[src/rtl/hazard_ctrl.sv]
// hazard_ctrl: pipeline hazard controller for the five-stage RV32I core.
// Produces fetch/decode stall and decode/execute flush controls, Decode and
// Execute forwarding selects, a boot/stall sequencing FSM, a sticky stall
// overrun flag and saturating stall/flush performance counters.
module hazard_ctrl #(
    parameter int BOOT_CYCLES = 2,
    parameter int MAX_STALL   = 2,
    parameter int CNT_W       = 16
) (
    input  logic             clk,
    input  logic             rst,
    input  logic [4:0]       RS1_D,
    input  logic [4:0]       RS2_D,
    input  logic             BranchD,
    input  logic [4:0]       RS1_E,
    input  logic [4:0]       RS2_E,
    input  logic [4:0]       RD_E,
    input  logic             RegWriteE,
    input  logic             LoadE,
    input  logic [4:0]       RD_M,
    input  logic             RegWriteM,
    input  logic [4:0]       RDW,
    input  logic             RegWriteW,
    input  logic             Branch_resultE,
    input  logic             JalE,
    input  logic             JalrE,
    input  logic             cnt_clr,
    output logic             StallF,
    output logic             StallD,
    output logic             FlushD,
    output logic             FlushE,
    output logic [1:0]       ForwardAEDec,
    output logic [1:0]       ForwardBEDec,
    output logic [1:0]       ForwardAE,
    output logic [1:0]       ForwardBE,
    output logic             stall_err,
    output logic [CNT_W-1:0] stall_count,
    output logic [CNT_W-1:0] flush_count
);

    localparam int BW = (BOOT_CYCLES < 2) ? 1 : $clog2(BOOT_CYCLES);
    localparam int RW = $clog2(MAX_STALL + 2);

    typedef enum logic [1:0] {ST_BOOT, ST_RUN, ST_STALL} state_t;

    state_t          r_state;
    state_t          w_state_nxt;
    logic [BW-1:0]   r_boot_cnt;
    logic [RW-1:0]   r_run_cnt;
    logic            r_err;
    logic [CNT_W-1:0] r_stall_count;
    logic [CNT_W-1:0] r_flush_count;

    logic w_lu_hz;
    logic w_br_hz;
    logic w_hz;
    logic w_redirect;
    logic w_err_set;

    // Register x0 is hardwired to zero, so a zero address never matches.
    function automatic logic match(input logic [4:0] rd, input logic [4:0] src);
        return (src != 5'd0) && (rd == src);
    endfunction

    // Hazard and redirect detection from the stage addresses and flags.
    always_comb begin
        w_lu_hz    = LoadE & (match(RD_E, RS1_D) | match(RD_E, RS2_D));
        w_br_hz    = BranchD &
                     ((RegWriteE & (match(RD_E, RS1_D) | match(RD_E, RS2_D))) |
                      (RegWriteM & (match(RD_M, RS1_D) | match(RD_M, RS2_D))));
        w_hz       = w_lu_hz | w_br_hz;
        w_redirect = Branch_resultE | JalE | JalrE;
    end

    // Forwarding selects; Memory stage has priority over Writeback in Execute.
    always_comb begin
        ForwardAEDec = (RegWriteW & match(RDW, RS1_D)) ? 2'b01 : 2'b00;
        ForwardBEDec = (RegWriteW & match(RDW, RS2_D)) ? 2'b01 : 2'b00;
        if (RegWriteM & match(RD_M, RS1_E))      ForwardAE = 2'b10;
        else if (RegWriteW & match(RDW, RS1_E))  ForwardAE = 2'b01;
        else                                     ForwardAE = 2'b00;
        if (RegWriteM & match(RD_M, RS2_E))      ForwardBE = 2'b10;
        else if (RegWriteW & match(RDW, RS2_E))  ForwardBE = 2'b01;
        else                                     ForwardBE = 2'b00;
    end

    // FSM next state and zero-latency stall/flush controls.
    always_comb begin
        // NOTE: every output of this block gets a default first, so no path
        // through the case leaves one unassigned and no latch is inferred.
        w_state_nxt = r_state;
        StallF      = 1'b0;
        StallD      = 1'b0;
        FlushD      = 1'b0;
        FlushE      = 1'b0;
        case (r_state)
            ST_BOOT: begin
                StallF = 1'b1;
                FlushD = 1'b1;
                FlushE = 1'b1;
                if (r_boot_cnt == BW'(BOOT_CYCLES - 1)) w_state_nxt = ST_RUN;
            end
            ST_RUN, ST_STALL: begin
                if (w_redirect) begin
                    FlushD = 1'b1;
                    FlushE = 1'b1;
                end else if (w_hz) begin
                    StallF = 1'b1;
                    StallD = 1'b1;
                    FlushE = 1'b1;
                end
                if (r_state == ST_RUN) begin
                    if (w_hz && !w_redirect) w_state_nxt = ST_STALL;
                end else begin
                    if (!w_hz || w_redirect) w_state_nxt = ST_RUN;
                end
            end
            default: w_state_nxt = ST_BOOT;
        endcase
    end

    // The (MAX_STALL+1)th consecutive stall cycle raises the overrun flag.
    assign w_err_set = (r_state == ST_STALL) && w_hz && !w_redirect &&
                       (r_run_cnt == RW'(MAX_STALL - 1));

    // State, boot/stall-run counters and sticky error flag.
    always_ff @(posedge clk or negedge rst) begin
        // NOTE: sequential state uses non-blocking assignments so every
        // register samples the pre-edge values, independent of block order.
        if (!rst) begin
            r_state    <= ST_BOOT;
            r_boot_cnt <= '0;
            r_run_cnt  <= '0;
            r_err      <= 1'b0;
        end else begin
            r_state    <= w_state_nxt;
            r_boot_cnt <= (r_state == ST_BOOT) ? r_boot_cnt + BW'(1) : '0;
            if (r_state == ST_STALL && w_state_nxt == ST_STALL) begin
                if (r_run_cnt != RW'(MAX_STALL + 1)) r_run_cnt <= r_run_cnt + RW'(1);
            end else begin
                r_run_cnt <= '0;
            end
            if (w_err_set) r_err <= 1'b1;
        end
    end

    // Saturating performance counters; clear takes priority.
    always_ff @(posedge clk or negedge rst) begin
        if (!rst) begin
            r_stall_count <= '0;
            r_flush_count <= '0;
        end else if (cnt_clr) begin
            r_stall_count <= '0;
            r_flush_count <= '0;
        end else if (r_state != ST_BOOT) begin
            if (StallD && (r_stall_count != '1))
                r_stall_count <= r_stall_count + CNT_W'(1);
            if (w_redirect && (r_flush_count != '1))
                r_flush_count <= r_flush_count + CNT_W'(1);
        end
    end

    assign stall_err   = r_err | w_err_set;
    assign stall_count = r_stall_count;
    assign flush_count = r_flush_count;

endmodule

[config.mk]
export PLATFORM = sky130hd
export DESIGN_NAME = hazard_ctrl
export DESIGN_NICKNAME = d
export VERILOG_FILES = /design/src/rtl/hazard_ctrl.sv
export SDC_FILE = /design/constraint.sdc
export NUM_CORES = 1
export LEC_CHECK = 0
export ABC_AREA = 1
export BUFFER_PORTS_ARGS = -buffer_cell sky130_fd_sc_hd__buf_2
export CAP_MARGIN = 25
export CELL_PAD_IN_SITES_DETAIL_PLACEMENT = 1
export CELL_PAD_IN_SITES_GLOBAL_PLACEMENT = 1
export CORE_MARGIN = 8
export CORE_UTILIZATION = 37
export CTS_CLUSTER_SIZE = 8
export DETAILED_ROUTE_END_ITERATION = 8
export PLACE_DENSITY_LB_ADDON = 0.1
export SLEW_MARGIN = 5
export SYNTH_ARGS = -nofsm -noshare
export SYNTH_HDL_FRONTEND = slang
export SYNTH_SLANG_ARGS = --single-unit
export TNS_END_PERCENT = 100
[constraint.sdc]
create_clock -name clk -period 2 [get_ports clk]
set_input_delay 0.2 -clock clk [delete_from_list [all_inputs] [get_ports clk]]
set_output_delay 0.2 -clock clk [all_outputs]
set_load 0.02 [all_outputs]
After elaboration in Yosys (flattened, before gate mapping)
Cells that the tools add are included.

Bits in registers: 38. Input bits: 46. Output and inout port bits: 45. Logic and storage cells: 105.

Add/subtract/negate cells: 4. Equal/unequal tests: 18. Mux-type cells: 28. Bitwise gates (word level): 17. Reduce and logical (&&, ||, !) cells: 32.

Operators by type and width (count): $mux W16 (6); $eq A5 B5 Y1 (10); $add A16 B1 Y16 const B (2); $ne A16 B16 Y1 const B (2); $reduce_bool A5 Y1 (4); $logic_and A1 B1 Y1 (17); $mux W2 (8); $and A1 B1 Y1 (10); $mux W1 (10); $reduce_bool A2 Y1 (4); $or A1 B1 Y1 (7); $pmux W1 S2 (3); $eq A2 B1 Y1 const B (2); $eq A2 B2 Y1 const B (2); $pmux W2 S2 (1); $reduce_and A2 Y1 (2); $add A2 B1 Y2 const B (1); $logic_not A1 Y1 (2); $logic_not A2 Y1 (1); $ne A2 B1 Y1 const B (1); $ne A2 B2 Y1 const B (1); $reduce_or A2 Y1 (1); $add A1 B1 Y1 const B (1); $logic_or A1 B1 Y1 (1).

Logic depth before layout (Yosys ltp)
Depth in word-level cells: 15. Depth in mapped cells: 16. Depth with buffers taken out: 16.

Least setup slack after synthesis
OpenSTA, ideal clock, no wires.

Path kind: in2out. From: input port RD_M[2]. To: output port ForwardAE[0]. Arrival time: 2005 ps. Required time: 1800 ps. Path slack: -205 ps. Cell stages on the path: 5. Path buffers: 0. Path through: xor2_1 -> nor2_1 -> o2111ai_1 -> a2111oi_0 -> nor2_1.

Cells in the longest elaborated chain, start to end: 4.

Ends and longest elaborated chain: from (decl) (line 20) `input logic [4:0] RD_M,`; $eq A5 B5 Y1 (line 62) `return (src != 5'd0) && (rd == src);`; $logic_and A1 B1 Y1 (line 62); $and A1 B1 Y1 (line 79) `if (RegWriteM & match(RD_M, RS1_E)) ForwardAE = 2'b10;`; $mux W2 (line 79); to (decl) (line 34) `output logic [1:0] ForwardAE,`.

Every way passes these cells.

Worst setup path after layout
From: register r_flush_count[0], in the netlist flush_count[0]. To: register r_flush_count[13], in the netlist flush_count[13].

Cells in the longest elaborated chain, start to end: 4.

Ends and longest elaborated chain: from (decl) (line 52) `logic [CNT_W-1:0] r_flush_count;`; from (signal assigned) (line 159) `r_flush_count <= r_flush_count + CNT_W'(1);`; $add A16 B1 Y16 or $ne A16 B16 Y1 (tied branches) (line 159, 158); $mux W16 or $logic_and A1 B1 Y1 (tied branches) (line 158) `if (w_redirect && (r_flush_count != '1))`; $mux W16 or $reduce_bool A2 Y1 (tied branches); $mux W16 or $reduce_and A2 Y1 (tied branches).

Several ways; a longest one is shown, not always the timed one. The select of a mux whose other input is x is not followed. A chain may end at the register's enable or synchronous reset.

==> out/results.tsv <==
metric	value	unit
combinational fraction of design power	35.7	%
final core occ	48.1	%
dpl ws	0.0454	ns
Yosys cell types	38	
WS Path Type	register to register	
critical path endpoint category	register	
clock transition at the registers of the reported paths	0.08	ns
Final Wtd Congestion	0.864	
share of layout cells above drive strength 1	26.9	%
via density per instance	5.09	
delay of the slowest critical-path stage	0.41	ns
# diodes	0	
Die Height	107	um
total track usage	18.0	%
first-pass GRT wire length	17100	um
Row Count	33	
Sink Count	38	
net switching power	0.836	mW
Final Cycle Share	94.1	%
Filler cells	1088	
Data arrival, critical path	2.06	ns
crit-path most repeated cell	nand2_2	
WL final	10100	um
total negative setup slack	0	ns
Async S/R FF share, synth	100	%
Switching Fraction	35.3	%
crit path launch	flush_count[0]$_DFFE_PN0P_	
die area	0.0114	sq mm
vias in the first global route	3616	
synthesis-to-layout area growth	27.9	%
Starting Density	37.6	%
initial antenna violation count	0	
GR Overflow Total	0	
R2R cell count	11	
Synth area leaders	dfrtp_1, nand2_1, xor2_1, inv_1, nor2_1	
vias post-DR	3314	
Seq cells post-synth	38	
Pleak	2.04	nW
Worst IR Drop VDD	379	uV
worst r2r dst	flush_count[13]$_DFFE_PN0P_	
H-tree levels	2	
Synth top cells by count	nand2_1, inv_1, nor2_1	
DRT iter0 DRCs	60	
Crit-path slowest cell	dfrtp_1	
Post-Syn Area	0.00306	sq mm
Synth area leader	dfrtp_1	
required time of the critical path	2.18	ns
CP Launch Type	register	
DRC	0	
number of synthesized flops with an enable pin	0	
count leader, synth	nand2_1	
CTS Buf Count	5	
crit path to	flush_count[13]$_DFFE_PN0P_	
largest net degree at the start of global routing	17	
Final Power	2.37	mW
sequential power share	35.7	%
Crit path depth	11	
PwrDens	604	mW/mm^2
Reg2Reg Setup Slack	0.12	ns
internal power	1.53	mW
DPL Wire Length	8150	um
final setup violation count	0	
buffer type at the clock tree root	clkbuf_8	
Final min period	1.88	ns
latest clock arrival within the worst-skew pair	0.29	ns
io pins	91	
final hold vios	0	
Clock Tree Buf Depth	2	
CP bufs+invs	0	
outcome	finished, final reports clean	
CP Cell Sequence	ha_2 > nand2_1 > nor3_2 > nand3_1 > nand2_2 > nand2_2 > nand2_2 > nor2_4 > nand4_1 > o21ai_1 > a21oi_1	
multi-input logic area	0.00187	sq mm
Clock power frac	28.5	%
maximum fanout along the worst path	7	
Yosys warning total	0	
PnR worst setup slack	0.118	ns
die span in x	107	um
sequential area share after synthesis	31.1	%
Highest Clock Rate	0.531	GHz
Avg WL per Cell	15.5	um
FF-to-FF Start	flush_count[0]$_DFFE_PN0P_	
Reg area	951	sq um
Final ANT Viol Nets	0	
Setup Skew	0.00953	ns
Core Footprint	0.00813	sq mm
Max Slew Vio Count	0	
Syn Inst Count	437	
Hold Crit Class	input port to register	
commonest register cell after synthesis	dfrtp_1	
Avg Inst Size Synth	7.01	sq um
CP delay by family, top	simple AND/OR/NAND/NOR gates	
nets	600	
TritonCTS clock tree	yes	
First-pass DRT Iterations	4	
Port Buffers	88	
area share of the largest cell type after synthesis	31.1	%
Max Cap Violations	0	
[how the worst min path moves through the flow]
stage / startpoint / endpoint / slack [ns] / cells past startpoint
4_1_cts: cnt_clr / stall_count[1]$_DFFE_PN0P_ / 0.25 / 4
6_report: cnt_clr / stall_count[1]$_DFFE_PN0P_ / 0.27 / 4
3_3_place_gp: rst / flush_count[7]$_DFFE_PN0P_ / 0.14 / 1
2_1_floorplan: rst / flush_count[0]$_DFFE_PN0P_ / -0.1 / 0
5_1_grt: cnt_clr / stall_count[1]$_DFFE_PN0P_ / 0.29 / 4
3_5_place_dp: rst / flush_count[10]$_DFFE_PN0P_ / 0.14 / 1
[what timing repair did]
action,CTS,global route
setup buffers,0,3
endpoints found under the hold margin,14,0
endpoints found under the setup margin,0,15
resized for setup,0,11
hold buffers,1,0
[cells by family after synthesis]
| kind of cell | synth area share [%] |
|---|---|
| fa+ha+maj | 3.27 |
| xor+xnor | 12.9 |
| simple gates | 32.0 |
| compound gates | 11.6 |
| buf+inv | 9.11 |
| other cells | 0.122 |
| flops | 31.1 |
[cells in the final DEF (no fill, tap or decap), types with 2 or more instances in the layout]
cell type | netlist | routed
nand2_1 | 105 | 105
buf_2 | 1 | 88
inv_1 | 48 | 48
nor2_1 | 48 | 46
dfrtp_1 | 38 | 38
xor2_1 | 32 | 32
nand3_1 | 21 | 21
buf_4 | 2 | 21
nor3_1 | 17 | 16
xnor2_1 | 13 | 13
a21oi_1 | 13 | 13
o21ai_0 | 13 | 11
inv_2 | 10 | 9
o21ai_1 | 7 | 9
nor4_1 | 8 | 8
ha_1 | 8 | 7
clkbuf_8 | 0 | 6
nand2_2 | 6 | 5
nand4_1 | 5 | 5
o22ai_1 | 5 | 4
o2111ai_1 | 4 | 4
a221oi_1 | 4 | 4
nor3_2 | 2 | 3
a31oi_1 | 3 | 3
nand3_2 | 3 | 2
a211oi_1 | 2 | 2
nand2_4 | 1 | 2
o21bai_1 | 2 | 2
nor2_2 | 1 | 2
conb_1 | 1 | 2
[metrics by stage]
| step | instances | hold slack [ns] | area [sq um] |
|---|---|---|---|
| finish | 651 | 0.267 | 3920 |
| global route | 651 | 0.293 | 3920 |
| CTS | 648 | 0.249 | 3850 |
| detailed placement | 640 | 0.144 | 3730 |
| global placement | 640 | 0.139 | 3730 |
| floorplan | 438 | -0.0956 | 3070 |
[metal layers]
layer / up-vias / global-route usage [%] / share of wire [%]
li1: 1632 / - / -
met1: 1597 / 22.1 / 44
met2: 73 / 31.3 / 50
met3: 12 / 4.02 / 5.2
met4: 0 / 4.32 / 1.4
met5: - / 0 / 0
[cell type report]
cell class	count	area share, %
Tap cell	105	3.35
Inverter	58	5.62
Sequential cell	38	24.3
Clock buffer	6	2.11
Clock inverter	1	0.767
Timing Repair Buffer	111	16.0
Multi-Input combinational cell	332	47.8
[power groups by stage]
stage          logic (mW)  registers (mW)  clock network (mW)
3_5_place_dp        0.812           0.861                   0
4_1_cts             0.819           0.846               0.696
5_1_grt             0.935           0.850               0.725
3_3_place_gp        0.797           0.855                   0
6_report            0.846           0.846               0.675
2_1_floorplan       0.445           0.892                   0
[sequential cells by signal (all words and copies together), names as in the netlist]
register     count
flush_count     16
stall_count     16
r_run_cnt        2
r_state          2
r_boot_cnt       1
r_err            1
[worst reg2reg max path, stage by stage (launching register included)]
cell,delay (ns)
dfrtp_1,0.41
ha_2,0.21
nand2_1,0.10
nor3_2,0.05
nand3_1,0.14
nand2_2,0.07
nand2_2,0.14
nand2_2,0.11
nor2_4,0.17
nand4_1,0.14
o21ai_1,0.17
a21oi_1,0.06
Power figures use the tool's default switching activity.
